`src/rtl/uart_bist.sv`:
```
// UART loopback built-in self test.
// Generates a word stream toward a UART transmitter, keeps a copy of every
// accepted word in a small scoreboard FIFO and checks received words against
// it. Statistics counters saturate and hold until the next run is started.
//
// Ports:
//   clk, rst              clock, synchronous active-high reset
//   i_start, i_stop       run control pulses
//   i_mode, i_pattern     data mode (00 inc, 01 lfsr, 10 fixed, 11 walking-one)
//   o_tx_vld/o_tx_data    word offered to the transmitter, i_tx_rdy accepts it
//   i_rx_vld/i_rx_data    received word, i_rx_pc_pass = parity check result
//   o_rx_rdy              constant 1
//   o_busy, o_done        status (RUN/DRAIN, DONE)
//   o_*_cnt               saturating statistics counters
module uart_bist #(
    parameter int unsigned DATA_WIDTH = 8,
    parameter int unsigned FIFO_DEPTH = 16,
    parameter int unsigned CNT_WIDTH  = 16,
    parameter int unsigned TIMEOUT    = 100000,
    parameter int unsigned SEED       = 'h1
) (
    input  logic                  clk,
    input  logic                  rst,
    input  logic                  i_start,
    input  logic                  i_stop,
    input  logic [1:0]            i_mode,
    input  logic [DATA_WIDTH-1:0] i_pattern,
    output logic                  o_tx_vld,
    output logic [DATA_WIDTH-1:0] o_tx_data,
    input  logic                  i_tx_rdy,
    input  logic                  i_rx_vld,
    input  logic [DATA_WIDTH-1:0] i_rx_data,
    input  logic                  i_rx_pc_pass,
    output logic                  o_rx_rdy,
    output logic                  o_busy,
    output logic                  o_done,
    output logic [CNT_WIDTH-1:0]  o_tx_cnt,
    output logic [CNT_WIDTH-1:0]  o_rx_cnt,
    output logic [CNT_WIDTH-1:0]  o_err_cnt,
    output logic [CNT_WIDTH-1:0]  o_pc_err_cnt,
    output logic [CNT_WIDTH-1:0]  o_unexp_cnt
);

    localparam int unsigned PTR_W = (FIFO_DEPTH > 1) ? $clog2(FIFO_DEPTH) : 1;
    localparam int unsigned OCC_W = PTR_W + 1;
    localparam int unsigned TO_W  = $clog2(TIMEOUT + 1);

    // Maximal-length feedback taps for widths 5..9 (x^5+x^3, x^6+x^5, x^7+x^6, x^8+x^6+x^5+x^4, x^9+x^5)
    localparam logic [8:0] TAPS9 = (DATA_WIDTH == 5) ? 9'h014 :
                                   (DATA_WIDTH == 6) ? 9'h030 :
                                   (DATA_WIDTH == 7) ? 9'h060 :
                                   (DATA_WIDTH == 8) ? 9'h0B8 : 9'h110;
    localparam logic [DATA_WIDTH-1:0] TAPS = TAPS9[DATA_WIDTH-1:0];
    localparam logic [DATA_WIDTH-1:0] SEED_INIT =
        (DATA_WIDTH'(SEED) == '0) ? DATA_WIDTH'(1) : DATA_WIDTH'(SEED);

    typedef enum logic [1:0] {IDLE, RUN, DRAIN, DONE} state_t;

    state_t                state_q, state_nxt;
    logic [1:0]            mode_q;
    logic [DATA_WIDTH-1:0] mem [FIFO_DEPTH];
    logic [PTR_W-1:0]      wr_ptr_q, rd_ptr_q;
    logic [OCC_W-1:0]      count_q, count_nxt;
    logic [TO_W-1:0]       to_cnt_q;

    logic                  start_run, timeout_hit, active, rx_fire;
    logic                  push, pop, mismatch, unexp, tx_vld_nxt;
    logic [DATA_WIDTH-1:0] gen_adv;

    assign o_rx_rdy = 1'b1;

    function automatic logic [CNT_WIDTH-1:0] sat_inc(input logic [CNT_WIDTH-1:0] v,
                                                      input logic en);
        return (en && (v != '1)) ? v + CNT_WIDTH'(1) : v;
    endfunction

    function automatic logic [CNT_WIDTH-1:0] sat_add(input logic [CNT_WIDTH-1:0] v,
                                                      input logic [OCC_W-1:0] a);
        logic [CNT_WIDTH:0] s;
        s = {1'b0, v} + (CNT_WIDTH + 1)'(a);
        return s[CNT_WIDTH] ? '1 : s[CNT_WIDTH-1:0];
    endfunction

    // State register plus registered status/valid outputs
    always_ff @(posedge clk) begin
        if (rst) begin
            state_q  <= IDLE;
            o_busy   <= 1'b0;
            o_done   <= 1'b0;
            o_tx_vld <= 1'b0;
        end else begin
            state_q  <= state_nxt;
            o_busy   <= (state_nxt == RUN) || (state_nxt == DRAIN);
            o_done   <= (state_nxt == DONE);
            o_tx_vld <= tx_vld_nxt;
        end
    end

    // Next state, scoreboard control and next-cycle valid
    always_comb begin
        state_nxt   = state_q;
        start_run   = 1'b0;
        timeout_hit = 1'b0;
        active      = (state_q == RUN) || (state_q == DRAIN);
        rx_fire     = i_rx_vld && active;
        push        = o_tx_vld && i_tx_rdy;
        pop         = rx_fire && (count_q != '0);
        unexp       = rx_fire && (count_q == '0);
        mismatch    = pop && (mem[rd_ptr_q] != i_rx_data);

        case (state_q)
            IDLE, DONE: begin
                if (i_start) begin
                    state_nxt = RUN;
                    start_run = 1'b1;
                end
            end
            RUN: begin
                if (i_stop) state_nxt = DRAIN;
            end
            DRAIN: begin
                if (count_q == '0) begin
                    state_nxt = DONE;
                end else if ((to_cnt_q == TO_W'(TIMEOUT)) && !rx_fire) begin
                    state_nxt   = DONE;
                    timeout_hit = 1'b1;
                end
            end
            default: state_nxt = IDLE;
        endcase

        if (start_run || timeout_hit) begin
            count_nxt = '0;
        end else begin
            count_nxt = count_q + OCC_W'(push) - OCC_W'(pop);
        end
        tx_vld_nxt = (state_nxt == RUN) && (count_nxt != OCC_W'(FIFO_DEPTH));
    end

    // Generator step for the held mode; fixed mode simply holds its pattern
    always_comb begin
        gen_adv = o_tx_data;
        case (mode_q)
            2'b00:   gen_adv = o_tx_data + DATA_WIDTH'(1);
            2'b01:   gen_adv = {o_tx_data[DATA_WIDTH-2:0], ^(o_tx_data & TAPS)};
            2'b11:   gen_adv = {o_tx_data[DATA_WIDTH-2:0], o_tx_data[DATA_WIDTH-1]};
            default: gen_adv = o_tx_data;
        endcase
    end

    // Word generator; mode and first word are captured when a run starts
    always_ff @(posedge clk) begin
        if (rst) begin
            mode_q    <= 2'b00;
            o_tx_data <= '0;
        end else if (start_run) begin
            mode_q <= i_mode;
            case (i_mode)
                2'b00:   o_tx_data <= '0;
                2'b01:   o_tx_data <= SEED_INIT;
                2'b10:   o_tx_data <= i_pattern;
                default: o_tx_data <= DATA_WIDTH'(1);
            endcase
        end else if (push) begin
            o_tx_data <= gen_adv;
        end
    end

    // Scoreboard storage (no reset needed, pointers define validity)
    always_ff @(posedge clk) begin
        if (push) mem[wr_ptr_q] <= o_tx_data;
    end

    // Scoreboard pointers and occupancy; flushed on run start and timeout
    always_ff @(posedge clk) begin
        if (rst || start_run || timeout_hit) begin
            wr_ptr_q <= '0;
            rd_ptr_q <= '0;
            count_q  <= '0;
        end else begin
            if (push) wr_ptr_q <= wr_ptr_q + PTR_W'(1);
            if (pop)  rd_ptr_q <= rd_ptr_q + PTR_W'(1);
            count_q <= count_nxt;
        end
    end

    // Drain timeout: counts DRAIN cycles, restarted by any received word
    always_ff @(posedge clk) begin
        if (rst || (state_q != DRAIN) || rx_fire) begin
            to_cnt_q <= '0;
        end else if (to_cnt_q != TO_W'(TIMEOUT)) begin
            to_cnt_q <= to_cnt_q + TO_W'(1);
        end
    end

    // Statistics counters
    always_ff @(posedge clk) begin
        if (rst || start_run) begin
            o_tx_cnt     <= '0;
            o_rx_cnt     <= '0;
            o_err_cnt    <= '0;
            o_pc_err_cnt <= '0;
            o_unexp_cnt  <= '0;
        end else begin
            o_tx_cnt     <= sat_inc(o_tx_cnt, push);
            o_rx_cnt     <= sat_inc(o_rx_cnt, rx_fire);
            o_pc_err_cnt <= sat_inc(o_pc_err_cnt, rx_fire && !i_rx_pc_pass);
            o_unexp_cnt  <= sat_inc(o_unexp_cnt, unexp);
            o_err_cnt    <= timeout_hit ? sat_add(o_err_cnt, count_q)
                                        : sat_inc(o_err_cnt, mismatch);
        end
    end

endmodule

```
`config.mk`:
```
export PLATFORM = sky130hd
export DESIGN_NAME = uart_bist
export DESIGN_NICKNAME = d
export VERILOG_FILES = /design/src/rtl/uart_bist.sv
export SDC_FILE = /design/constraint.sdc
export NUM_CORES = 1
export LEC_CHECK = 0
export CORE_MARGIN = 2
export CORE_UTILIZATION = 55
export CTS_BUF_LIST = sky130_fd_sc_hd__clkbuf_8
export DETAILED_ROUTE_END_ITERATION = 12
export GPL_ROUTABILITY_DRIVEN = 0
export MAX_ROUTING_LAYER = met4
export PLACE_DENSITY = 0.86
export SLEW_MARGIN = 30
export SYNTH_ARGS = -nofsm -noshare
export SYNTH_HDL_FRONTEND = slang
export SYNTH_SLANG_ARGS = --single-unit
```
`constraint.sdc`:
```
create_clock -name clk -period 4.1 [get_ports clk]
set_input_delay 0.615 -clock clk [delete_from_list [all_inputs] [get_ports clk]]
set_output_delay 0.615 -clock clk [all_outputs]
set_load 0.005 [all_outputs]
```
Word-level counts from Yosys, hierarchy flattened --
Memories as Yosys holds them, arrays and structs flattened. A register that Yosys moved wholly into a read port is not among the register bits. Index checks and enable logic that the tools add are counted.
Cells by class: add/subtract/negate cells 12, multiply operators 0, divide/modulo/power cells 0, $lt $le $gt $ge 0, eq/ne operators 19, shift operators 0, muxes and demuxes 22, bitwise logic cells 0, reductions and logical operators 33
Operator list (count):
- 16-bit by 1-bit adder with 16-bit output (second input constant) | 5
- 16-bit inequality test (second input constant) | 5
- 16-bit 2-to-1 mux | 3
- 8-bit case mux with 3 select lines | 1
- 16-bit by 5-bit adder with 17-bit output | 1
- 17-bit by 1-bit adder with 17-bit output (second input constant) | 1
- 17-bit == test (second input constant) | 1
- 17-bit inequality test (second input constant) | 1
- 8-bit 2-to-1 mux | 2
- 8-bit case mux with 2 select lines | 1
- 1-bit logical AND | 13
- 2-bit == test (second input constant) | 6
- 4-bit by 1-bit adder with 4-bit output (second input constant) | 2
- 8-bit by 1-bit adder with 8-bit output (second input constant) | 1
- 2-bit 2-to-1 mux | 4
- 4-bit 2-to-1 mux | 2
- 8-bit inequality test | 1
- 8-bit parity | 1
- 1-bit logical OR | 7
- 1-bit 2-to-1 mux | 7
- 2-bit by 1-bit == test with 1-bit output (second input constant) | 3
- 2-bit logical NOT | 3
- 2-bit case mux with 3 select lines | 1
- 5-bit by 1-bit adder with 5-bit output | 1
- 11 further kinds | 13
Word-level totals: bits in registers 125, bits in latches 0, memory bits (writable) 128, bits in read-only memories 0, input bits 25, memories 1
Memories:
- mem | words 16, bits a word 8, read ports 1, clocked after memory_dff 1, wr ports 1, line 61 | logic [DATA_WIDTH-1:0] mem [FIFO_DEPTH];

Logic depth before layout (Yosys ltp) --
word-level depth 12, depth in mapped cells 15

Least setup slack after synthesis --
Ideal clock, no wire load.
path type register -> register, start point reg count_q[3], end point reg o_tx_vld, arrival time 2.772 ns, data required time 4.009 ns, setup slack 1.237 ns, cell stages (with the launch flop) 16, path buffers 1, period minus slack after synthesis 2.863 ns, cells stage by stage dfxtp_1 > inv_1 > ha_1 > or4b_2 > and2_1 > clkbuf_1 > xnor2_1 > ha_1 > inv_1 > fa_1 > inv_1 > a21oi_1 > nor2_1 > nor2_1 > xnor2_1 > a311oi_1
Between the ends: word-level cells in the longest chain between the ends 7, elaborated cells between the ends (all ways) 14, classes of those cells 2 x add/sub; 2 x eq/ne; 5 x mux; 5 x reduce/logical
RTL lines:
- start: declaration | line 63 | logic [OCC_W-1:0] count_q, count_nxt;
- start signal: assignment | line 183 | count_q <= count_nxt;
- parallel branches: the longest is 6 deep, another holds 5-bit by 1-bit adder with 5-bit output
- 1-bit logical AND (*) | line 137 | tx_vld_nxt = (state_nxt == RUN) && (count_nxt != OCC_W'(FIFO_DEPTH));
- end signal: assignment | line 95 | o_tx_vld <= tx_vld_nxt;
- end: declaration | line 28 | output logic o_tx_vld,
Mark *: on every way between the ends. A chain may end at the register's enable or synchronous reset.

==> impl_results.md <==
- Hold crit path type: reg2reg
- Final ANT Viol Nets: 0
- Synth async-reset ratio: 0
- Status: finished clean
- Die Width: 150 um
- CP arrival: between 3 and 4 ns
- CTS buffer count: just over 40
- Final hold violations: 0
- Rows: 53
- GR Overflow Total: 0
- Routed WL: between 20000 and 30000 um
- Slew @ Worst Pin: between 0.9 and 1 ns
- Antenna Cells: 0
- Vias in the first global route: approximately 8600
- # IOs: ~120
- Pwr/cell area: between 400 and 500 nW/um2
- Worst VDD drop: 0.300 mV
- Clock Latency Late Sink: around 0.56 ns
- Peak fanout along the critical path: 21
- Synth Area in XOR/XNOR: 0.0782
- Die H: about 150 um
- Static Leakage: 4.72 nW
- CTS tree: yes
- H-tree Lvls: 2
- Clock tree root buffer cell: clkbuf_8
- Core area: 21000 um2
- Startpoint class of the critical path: flip-flop
- Multi-input gate area: 4990 um2
- Synth Area in Adders: 0.0342
- Final setup fails: 0
- Min Tclk post-route: roughly 3.4 ns
- Die ar.: 22600 um2
- Finished Core Util: 0.670
- Final HPWL DP: 18200 um
- First-pass GRT wire length: around 43000 um
- Starting Density: 0.560
- Max Buffers Root-to-Sink: 3
- Vias/cell: 5.71
- Mux share of post-synthesis cell area: 0.0741
- RSZ-0062 raised after global routing: false
- Post-synth EDFFs: ~130
- Port buffer count: ~120
- Cell Area, Synth: between 10000 and 15000 um2
- Period utilisation layout: 0.839
- Syn nets: 1119
- Synth Area in Simple Gates: 0.157
- GRT Total Usage: 0.252
- Clock sinks: ~260
- Slew headroom: 0.344
- Mapped Cells: about 1100
- Synth Area in Compound Gates: 0.0794
- Max Slew Vio Count: 0
- Yosys warnings: 0
- Initial antenna violation count: 0
- DR WL/cell: 18.1 um
- Post-CTS Hold Buffers: 0
- Nets: about 1300
- Main combinational cell family by area after synthesis: simple AND/OR/NAND/NOR gates
- Req. time, crit path: ~4.6 ns
- Sequential cell area: ~6400 um2
- Fmax: around 290 MHz
- Largest net degree at the start of global routing: 41
- Final Skew: ~0.032 ns
- Post-synth cell types: between 60 and 70
- Setup bufs post-CTS: 0
- CP Class: reg2reg
- Final TNS setup: 0 ns
- DRT iter0 DRCs: between 600 and 700
- Layout cell share with drive strength beyond 1: 0.105
- Yosys reg bits: 257
- Area growth from synthesis to layout: 19.7%
- Max cap viols: 0
- Syn Area/Cell: about 11 um2
- Clk slew on worst S/H paths: around 0.07 ns
- First drt pass iteration count: 7
- Worst setup EP type: flip-flop
- DRC Markers: 0
- Fillers: approximately 1500
- PostCTS Resize Cnt: 0
- Post-synth top flop: dfxtp_1
- Vias: about 8600
- Register area share after synthesis: 0.546
==> placed cells by master (no fill, tap or decap), types with 29 or more instances in the layout <==
master	n
clkbuf_8	49
a21oi_1	51
ha_1	29
clkdlybuf4s50_1	115
nor2_1	145
inv_1	45
xnor2_1	41
nand2_1	72
xor2_1	64
nand3_1	38
dfxtp_1	128
edfxtp_1	128
mux2i_1	29
o21ai_0	40
==> worst max-delay path, cell delays in order, from the launching register on <==
cell	delay (ns)
dfxtp_1	0.83
buf_4	0.34
mux4_2	0.33
mux2i_1	0.23
xnor2_1	0.16
nor2_1	0.07
a41o_1	0.24
o211ai_2	0.14
a21oi_2	0.09
buf_4	0.22
or4b_1	0.53
a21oi_1	0.16
==> report_power, final <==
| group | switching (W) | internal (W) | leakage, nW |
|---|---|---|---|
| registers | 0.0000795 | 0.00280 | 2.21 |
| logic | 0.000400 | 0.000296 | 2.02 |
| clock network | 0.00103 | 0.00129 | 0.494 |
| total | 0.00151 | 0.00439 | 4.72 |
==> sequential cells by signal, indices dropped and copies added, names as in the netlist, 4 cells and up, named ones only <==
signal and count:
mem 128, to_cnt_q 17, o_err_cnt 16, o_pc_err_cnt 16, o_rx_cnt 16, o_tx_cnt 16, o_unexp_cnt 16, o_tx_data 8
count_q 5, rd_ptr_q 4, wr_ptr_q 4
==> Yosys cell counts, drive strengths merged, types with 4 or more instances <==
master	instances	area [um2]
a211oi	8	60.1
a21oi	53	273
a31oi	4	25.0
and2	5	31.3
and3	18	113
and4	4	35.0
buf	13	129
clkbuf	26	97.6
dfxtp	129	2580
edfxtp	128	3840
ha	29	363
inv	34	128
mux2	7	78.8
mux2i	29	290
mux4	22	503
nand2	72	270
nand2b	8	50.1
nand3	38	190
nand3b	4	30.0
nand4	27	169
nor2	146	548
nor2b	9	56.3
nor3	23	120
o211ai	4	35.0
o21ai	43	215
o31a	4	35.0
o31ai	4	30.0
or2	4	25.0
or3	21	131
xnor2	41	359
xor2	64	561
==> metrics by stage <==
| stage | instance area [um2] | worst slack (ns) | std cells | total power, W | hold slack (ns) |
|---|---|---|---|---|---|
| global route | 14100 | 0.453 | 1509 | 0.00612 | 0.518 |
| global placement | 13200 | 0.902 | 1434 | 0.00359 | 0.456 |
| floorplan | 11800 | 1.24 | 1063 | 0.00337 | 0.445 |
| finish | 14100 | 0.660 | 1509 | 0.00590 | 0.469 |
| CTS | 14100 | 0.637 | 1509 | 0.00592 | 0.473 |
| detailed placement | 13200 | 0.742 | 1434 | 0.00362 | 0.462 |
==> path summary, 6_finish.rpt <==
| path | startpoint | to | slack (ns) | cells after the start |
|---|---|---|---|---|
| min | mode_q[1] | mode_q[1] | 0.47 | 2 |
| min reg2reg | mode_q[1] | mode_q[1] | 0.47 | 2 |
| max reg2reg | flip-flop | o_err_cnt[12] | 0.66 | 11 |
| max | flip-flop | o_err_cnt[12] | 0.66 | 11 |
==> cell families (layout without fill, tap and decap cells) <==
family / count (synthesis) / in the layout
simple gates: 389 / 389
flops: 257 / 257
compound gates: 149 / 149
xor+xnor: 105 / 105
buf+inv: 73 / 244
mux: 58 / 58
fa+ha+maj: 31 / 31
other cells: 1 / 1
==> metal layers <==
metal,vias up,global-route usage,share of wire
met4,0,0.0816,0.022
met1,4102,0.291,0.40
met3,58,0.0645,0.080
met5,-,-,0
met2,355,0.430,0.50
li1,4099,-,-
==> cell type report <==
cell class | instances | share of cell area
flip-flops and latches | 257 | 0.456
multi-input cells | 733 | 0.355
repair buffers | 135 | 0.0933
clock buffers | 49 | 0.0479
well taps | 275 | 0.0244
clock inverters | 26 | 0.0145
inverters | 34 | 0.00906
Note: power is estimated with default switching activity, not from simulation.
